`config.mk`:
```
export PLATFORM = sky130hd
export DESIGN_NAME = prescaled_compare_counter
export DESIGN_NICKNAME = d
export VERILOG_FILES = /design/src/rtl/prescaled_compare_counter.sv
export SDC_FILE = /design/constraint.sdc
export NUM_CORES = 1
export LEC_CHECK = 0
export CORE_ASPECT_RATIO = 0.6
export CORE_UTILIZATION = 40
export DETAILED_ROUTE_END_ITERATION = 10
export GPL_ROUTABILITY_DRIVEN = 0
export PLACE_DENSITY_LB_ADDON = 0.12
export SLEW_MARGIN = 5
export SYNTH_ARGS = -nofsm -noshare
export SYNTH_HDL_FRONTEND = slang
export SYNTH_SLANG_ARGS = --single-unit
```
`constraint.sdc`:
```
create_clock -name clock -period 3.8 [get_ports clock]
set_clock_uncertainty 0.2 [all_clocks]
set_input_delay 0.76 -clock clock [delete_from_list [all_inputs] [get_ports clock]]
set_output_delay 0.76 -clock clock [all_outputs]
set_load 0.02 [all_outputs]
```
`src/rtl/prescaled_compare_counter.sv`:
```
// Prescaled up/down counter with compare channels.
// A prescaler divides the clock into count ticks. The counter runs from an
// initial value to a terminal value, then pulses overflow and either reloads
// or returns to IDLE. Each compare channel pulses when the counter is loaded
// or stepped onto that channel's value.
module prescaled_compare_counter #(
    parameter int bitwidth              = 8,
    parameter int prescaler_width       = 4,
    parameter int channels              = 2,
    parameter bit start_resets_counting = 1'b0
) (
    input  logic                         clock,
    input  logic                         reset,
    input  logic                         start,
    input  logic                         stop,
    input  logic                         autoreload,
    input  logic                         count_down,
    input  logic [bitwidth-1:0]          reload_value,
    input  logic [prescaler_width-1:0]   prescaler_value,
    input  logic [channels*bitwidth-1:0] compare_values,
    output logic [bitwidth-1:0]          counter_value,
    output logic                         running,
    output logic                         overflow,
    output logic [channels-1:0]          compare_match
);

    typedef enum logic {
        IDLE    = 1'b0,
        RUNNING = 1'b1
    } state_t;

    state_t                       r_state;
    state_t                       w_stateNext;
    logic [bitwidth-1:0]          r_counter;
    logic [bitwidth-1:0]          w_countNext;
    logic [prescaler_width-1:0]   r_prescaler;
    logic [prescaler_width-1:0]   w_prescNext;
    logic                         r_direction;
    logic                         w_dirNext;
    logic                         r_overflow;
    logic                         w_ovfNext;
    logic [channels-1:0]          r_match;
    logic [channels-1:0]          w_matchNext;
    logic                         w_load;
    logic                         w_tick;
    logic                         w_atTerminal;
    logic [bitwidth-1:0]          w_runInitial;
    logic [bitwidth-1:0]          w_startInitial;

    // Tick detection, terminal detection and the two flavours of initial value.
    // The tick uses >= so that lowering prescaler_value below the current
    // prescaler count produces a tick instead of a long wrap-around stall, and
    // an up count already above a lowered reload_value is treated as terminal.
    always_comb begin
        w_tick         = (r_state == RUNNING) && (r_prescaler >= prescaler_value);
        w_atTerminal   = r_direction ? (r_counter == '0) : (r_counter >= reload_value);
        w_runInitial   = r_direction ? reload_value : '0;
        w_startInitial = count_down ? reload_value : '0;
    end

    // Next-state and datapath decisions; stop outranks start, and start
    // (when restarting is enabled) outranks a tick on the same clock.
    always_comb begin
        w_stateNext = r_state;
        w_countNext = r_counter;
        w_prescNext = r_prescaler;
        w_dirNext   = r_direction;
        w_ovfNext   = 1'b0;
        w_load      = 1'b0;
        case (r_state)
            IDLE: begin
                w_prescNext = '0;
                if (start && !stop) begin
                    w_stateNext = RUNNING;
                    w_dirNext   = count_down;
                    w_countNext = w_startInitial;
                    w_load      = 1'b1;
                end
            end
            RUNNING: begin
                if (stop) begin
                    w_stateNext = IDLE;
                    w_prescNext = '0;
                end else if (start && start_resets_counting) begin
                    w_dirNext   = count_down;
                    w_countNext = w_startInitial;
                    w_prescNext = '0;
                    w_load      = 1'b1;
                end else if (w_tick) begin
                    w_prescNext = '0;
                    if (w_atTerminal) begin
                        w_ovfNext = 1'b1;
                        if (autoreload) begin
                            w_countNext = w_runInitial;
                            w_load      = 1'b1;
                        end else begin
                            w_stateNext = IDLE;
                        end
                    end else begin
                        w_countNext = r_direction ? (r_counter - bitwidth'(1))
                                                  : (r_counter + bitwidth'(1));
                        w_load      = 1'b1;
                    end
                end else begin
                    w_prescNext = r_prescaler + prescaler_width'(1);
                end
            end
            default: begin
                w_stateNext = IDLE;
            end
        endcase
    end

    // A channel matches only when the counter is written this clock, so a
    // held value never re-asserts its match.
    always_comb begin
        w_matchNext = '0;
        for (int i = 0; i < channels; i++) begin
            w_matchNext[i] = w_load && (w_countNext == compare_values[i*bitwidth +: bitwidth]);
        end
    end

    // State register.
    always_ff @(posedge clock or negedge reset) begin
        if (!reset) begin
            r_state <= IDLE;
        end else begin
            r_state <= w_stateNext;
        end
    end

    // Counter, prescaler, direction and the registered pulse outputs.
    always_ff @(posedge clock or negedge reset) begin
        if (!reset) begin
            r_counter   <= '0;
            r_prescaler <= '0;
            r_direction <= 1'b0;
            r_overflow  <= 1'b0;
            r_match     <= '0;
        end else begin
            r_counter   <= w_countNext;
            r_prescaler <= w_prescNext;
            r_direction <= w_dirNext;
            r_overflow  <= w_ovfNext;
            r_match     <= w_matchNext;
        end
    end

    assign counter_value = r_counter;
    assign running       = (r_state == RUNNING);
    assign overflow      = r_overflow;
    assign compare_match = r_match;

endmodule

```
==> reports/metrics.cfg, run 1 <==
[final_layout]
final_common_cell=clkdlybuf4s50_1
syn2layout_area_growth_pct=28.7
layout_common_cells=45 x clkdlybuf4s50_1, 22 x inv_1, 22 x nand2_1, 19 x ha_1, 17 x dfrtp_1
finalNonFillerCells=377
design_area_sq_um=2840
drive_gt1_share_pct=15.4
nets=366
antenna_cells=0

[synth]
ys_seq_area_share_pct=19.3
ys.flop_type=dfrtp_1
synth-edff-count=0
ys_types=73
ys_seq_elements=17
syn_avg_cell_area_sq_um=8.60
synthCells=257
synth-warning-count=0
synthesis.nets=311
ys_async_sr_fraction_pct=100
mappedNetlistArea_sq_um=2210

[clock_tree]
clock_latency_ns=0.26
root_buffer=clkbuf_8
cts_buffers=3
cts_buffer_depth=2
cts.htree.levels=1
cts_tree=built
clkTransAtPathRegs_ns=0.08
ctsHoldBuffers=0
clock_sinks=17

[pwr]
powerDensity_nw_per_um2=462
power.switching_w=0.000637
clockPowerShare_pct=11.5
combPwrFrac_pct=66.7
p_sw_share_pct=48.4
p_leak_nw=1.23
seq_power_share_pct=21.8
internal_power_w=0.000678
ir_drop_uv=162

[run_status]
status=complete, but fails checks
violations=DRC

[floorplan]
die_x_um=98.0
dieArea_sq_um=5830
die-height_um=59.6
rows=20
core_area_sq_um=5180
num_io_pins=46
initial_core_util_pct=42.7

[timing]
finalSetupViolCount=0
tightestPinTransition_ns=0.837
fin_tns_setup_ns=0
drv_slew=0
whs_ns=0.334
period_share_pct=94.6
hold_violations=0
layout_min_cycle_time_ns=3.59
layout_setup_ws_ns=0.206
timing.fmax_mhz=278
relSlewSlack_pct=44.0

[setup_path]
rrSetupSlack_ns=0.72
crit_fanout=9
timing.rr.start=counter_value[7]
setup.worst_path.end_class=flip-flop
rr_worst_depth=9
crit_required_ns=3.75
arrival_ns=3.54
timing.critical_path.from_type=primary input
timing_worst_setup_path_type=primary input to flip-flop
r2r_end=compare_match[1]

[place]
post-place-ws_ns=-0.0146
hpwl_mm=5.50
postPlaceCellArea_sq_um=2780
numPlacedInstances=371
portBuffers=45

[global_route]
grt_pass1_vias=1963
grt_pass1_wl_mm=11.0
track_usage_pct=24.8
grt_overflow=0
grt_max_degree=20
grt_antenna_before_repair=0

[drt]
first_iter_violations=209
finalWirelength_mm=7.00
dr.pass1.iters=8
vias=2235
wl_per_cell_um=18.6
ant_nets=0
via_per_inst=5.93
route.detailed.drc=2

[job]
max_cap_viol_count=0

[hold_path]
hold_path.class=flip-flop to flip-flop
hold_depth=1
hold_end=r_prescaler[0]
min_from=r_prescaler[0]

power by group through the flow:
stage	Clock (W)	Combinational [W]	Sequential (W)
CTS	0.000155	0.000854	0.000284
global placement	0	0.000838	0.000288
floorplan	0	0.000580	0.000282
finish	0.000151	0.000877	0.000286
global route	0.000159	0.000949	0.000292
detailed placement	0	0.000846	0.000287
registers in the layout, summed over array words and instances (netlist names):
signal	flops
counter_value	8
overflow	1
r_prescaler	4
r_direction	1
compare_match	2
running	1
cells in the mapped netlist (2+ instances only):
| cell type | number | share of area (%) |
|---|---|---|
| xor2_1 | 9 | 3.6 |
| clkbuf_1 | 4 | 0.68 |
| ha_1 | 19 | 11 |
| o211a_1 | 2 | 0.91 |
| o21ai_0 | 10 | 2.3 |
| nand2b_1 | 2 | 0.57 |
| a31oi_1 | 5 | 1.4 |
| o22ai_1 | 4 | 1.1 |
| a311oi_1 | 3 | 1.2 |
| nand3_1 | 10 | 2.3 |
| mux2i_1 | 3 | 1.4 |
| xnor2_1 | 8 | 3.2 |
| dfrtp_1 | 17 | 19 |
| inv_1 | 22 | 3.7 |
| and3_4 | 2 | 1.0 |
| o211ai_1 | 2 | 0.68 |
| nor2_1 | 16 | 2.7 |
| o21a_1 | 4 | 1.4 |
| a221oi_1 | 2 | 0.79 |
| o31ai_1 | 3 | 1.0 |
| a21oi_1 | 14 | 3.2 |
| a221oi_2 | 2 | 1.4 |
| buf_6 | 2 | 1.0 |
| o21ai_2 | 2 | 0.79 |
| nand2_1 | 22 | 3.7 |
| a22o_1 | 2 | 0.79 |
| buf_2 | 3 | 0.68 |
| and2_1 | 2 | 0.57 |
| and3_1 | 5 | 1.4 |
| a211oi_1 | 5 | 1.7 |
| nor4_2 | 2 | 1.1 |
| nor2b_1 | 5 | 1.4 |
| a211oi_2 | 2 | 1.1 |
| a21oi_2 | 2 | 0.79 |
| o221ai_1 | 2 | 0.79 |
metrics by stage:
stage / utilization [%] / power [W]
6_report: 54.9 / 0.00131
5_1_grt: 54.9 / 0.00140
4_1_cts: 54.6 / 0.00129
3_5_place_dp: 53.7 / 0.00113
3_3_place_gp: 53.7 / 0.00113
2_1_floorplan: - / 0.000862
logic make-up after synthesis:
kind of cell,synth area share (%)
buffers and inverters,6.45
DFF,19.3
and+or+nand+nor,19.0
muxes,3.06
AOI/OAI and AO/OA,33.8
xor gates and xnor gates,6.74
adders and majority gates,11.7
repair_timing:
action                                  CTS  global route
endpoints found under the setup margin    0             1
setup buffers                             0             2
resized for setup                         0             0
per-layer routing:
layer	track usage (%)	up-vias	part of all wire, %
li1	-	1076	-
met1	39.2	1050	51
met2	34.1	105	39
met3	5.78	4	9.8
met4	2.38	0	0.36
met5	0	-	0
worst max-delay path: stages:
cell and delay (ns):
clkdlybuf4s50_1 0.51, inv_1 0.08, ha_1 0.35, a211oi_2 0.29, and2_2 0.23, a211o_4 0.24
mux2i_4 0.28, o21ai_2 0.11, a221oi_2 0.30, nand4_1 0.14, a2111oi_2 0.24
area by class of cell:
cell class,instances,area [sq um]
Timing Repair Buffer,60,563
Clock buffer,3,41.3
Multi-Input combinational cell,208,1640
Tap cell,66,82.6
Fill cell,483,2340
Inverter,22,82.6
Clock inverter,1,7.51
Sequential cell,17,425
worst max-delay path by stage:
stage                            start               end  slack, ns  depth (start not counted)
floorplan           prescaler_value[0]  compare_match[1]       0.69                          9
global placement       reload_value[7]  compare_match[0]       0.05                         11
detailed placement     reload_value[7]  compare_match[1]      -0.01                         11
CTS                    reload_value[7]  compare_match[1]       0.22                         11
global route           reload_value[7]  compare_match[1]      -0.02                         11
finish                 reload_value[7]  compare_match[1]       0.21                         11
No activity file was read; power rests on OpenSTA's default activity.
==> inputs of run 2 (changes only) <==
--- a/config.mk
+++ b/config.mk
@@ -5,8 +5,9 @@
 export SDC_FILE = /design/constraint.sdc
 export NUM_CORES = 1
 export LEC_CHECK = 0
+export CAP_MARGIN = 25
 export CORE_ASPECT_RATIO = 0.6
-export CORE_UTILIZATION = 40
+export CORE_UTILIZATION = 52
 export DETAILED_ROUTE_END_ITERATION = 10
 export GPL_ROUTABILITY_DRIVEN = 0
 export PLACE_DENSITY_LB_ADDON = 0.12
==> reports/metrics.cfg, run 2 (synthesized netlist as in run 1, its figures left out) <==
[final_layout]
largest_register_ffs=8
drive_gt1_share_pct=14.3
final_common_cell=clkdlybuf4s50_1
register_area_sq_um=425
multi_input_area_sq_um=1640
layout_common_cells=45 x clkdlybuf4s50_1, 22 x inv_1, 22 x nand2_1, 19 x ha_1, 17 x dfrtp_1
finalNonFillerCells=364
nFillCells=298
nets=362
antenna_cells=0
syn2layout_area_growth_pct=26.8

[floorplan]
num_io_pins=46
dieArea_sq_um=4520
initial_core_util_pct=57.1
rows=17
die_x_um=86.2
die-height_um=52.5
core_area_sq_um=3870

[clock_tree]
cts_tree=built
clock_latency_ns=0.26
clkTransAtPathRegs_ns=0.08
root_buffer=clkbuf_8
postCtsSetupRepairBufs=0
cts_buffer_depth=2
cts.htree.levels=1
clock_sinks=17
cts_buffers=3
cts_resized=0
ctsHoldBuffers=0

[timing]
rsz0062_at_grt=false
layout_setup_ws_ns=0.236
relSlewSlack_pct=43.8
hold_violations=0
finalSetupViolCount=0
timing.fmax_mhz=281
period_share_pct=93.8
drv_slew=0
layout_min_cycle_time_ns=3.56
tightestPinTransition_ns=0.840

[drt]
route.detailed.drc=0
dr.pass1.iters=5
wl_per_cell_um=18.1
first_iter_violations=264
finalWirelength_mm=6.59
vias=2264
via_per_inst=6.22
ant_nets=0

[place]
portBuffers=45
hpwl_mm=5.20
post-place-ws_ns=-0.0155
numPlacedInstances=360

[setup_path]
timing.critical_path.from_type=primary input
setup.worst_path.end_class=flip-flop
slowest_delay_ns=0.52
timing_worst_setup_path_type=primary input to flip-flop
cp_cell_sequence=clkdlybuf4s50_1 -> inv_1 -> ha_1 -> o2111ai_1 -> and3_4 -> a211oi_4 -> o211ai_2 -> a221oi_2 -> o221a_1 -> nand4_1 -> a2111oi_2
crit_required_ns=3.75
crit_fanout=9
arrival_ns=3.52
crit_path_top_delay_cell=clkdlybuf4s50_1
rrSetupSlack_ns=0.72

[global_route]
grt_antenna_before_repair=0
grt_pass1_wl_mm=10.6
track_usage_pct=31.5
grt_max_degree=20
grt_overflow=0
grt_pass1_vias=2144

[run_status]
status=completed

[pwr]
p_leak_nw=1.21
ir_drop_uv=335
powerDensity_nw_per_um2=457

[hold_path]
hold_path.class=flip-flop to flip-flop

[job]
max_cap_viol_count=0

==> run 2: final timing paths <==
| path | from | to | cells past startpoint |
|---|---|---|---|
| max reg2reg | counter_value[7] | compare_match[1] | 9 |
| min | r_prescaler[0] | r_prescaler[0] | 1 |
| min reg2reg | r_prescaler[0] | r_prescaler[0] | 1 |
| max in group asynchronous | reset | r_prescaler[3] | 1 |
| min in group asynchronous | reset | r_prescaler[0] | 1 |
| max | reload_value[4] | compare_match[1] | 11 |
==> run 2: through the flow <==
stage                     hold slack (ns)  instance area (sq um)  TNS [ns]  power [W]  utilization (%)
after floorplan                     0.250                   2210         0   0.000862                -
after global placement              0.299                   2750         0    0.00110             71.1
after detailed placement            0.314                   2750   -0.0155    0.00111             71.1
after CTS                           0.323                   2800         0    0.00126             72.4
after global routing                0.350                   2800         0    0.00136             72.4
final                               0.319                   2800         0    0.00128             72.4
==> run 2: metal layers <==
layer | GRT usage [%] | vias to the layer above | share of wire, %
li1 | - | 1064 | -
met1 | 44.9 | 1057 | 47
met2 | 47.0 | 134 | 40
met3 | 8.66 | 9 | 12
met4 | 5.83 | 0 | 1.2
met5 | 7.79 | - | 0
==> run 2: critical path, delay by kind of cell <==
family | cells | cell delay, ns
adder cells (fa/ha/maj) | 1 | 0.29
buffers and inverters | 2 | 0.62
AO/OA/AOI/OAI | 6 | 1.50
AND/OR/NAND/NOR | 2 | 0.35
==> run 2: where the power goes <==
part	total, W	internal [W]	switching (W)
clock network	0.000148	0.0000741	0.0000744
registers	0.000285	0.000205	0.0000796
logic	0.000846	0.000375	0.000471
==> run 2: layout make-up <==
| type | count | area share (%) |
|---|---|---|
| Inverter | 22 | 2.95 |
| Tap cell | 57 | 2.54 |
| Sequential cell | 17 | 15.2 |
| Timing Repair Buffer | 56 | 19.0 |
| Multi-Input combinational cell | 208 | 58.6 |
| Clock buffer | 3 | 1.47 |
| Clock inverter | 1 | 0.268 |
==> inputs of run 3 (changes only) <==
--- a/config.mk
+++ b/config.mk
@@ -5,6 +5,7 @@
 export SDC_FILE = /design/constraint.sdc
 export NUM_CORES = 1
 export LEC_CHECK = 0
+export ABC_CLOCK_PERIOD_IN_PS = 3800
 export CAP_MARGIN = 25
 export CORE_ASPECT_RATIO = 0.6
 export CORE_UTILIZATION = 52
==> results of run 3 <==
Final layout, timing and power as in run 2 (identical DEF).
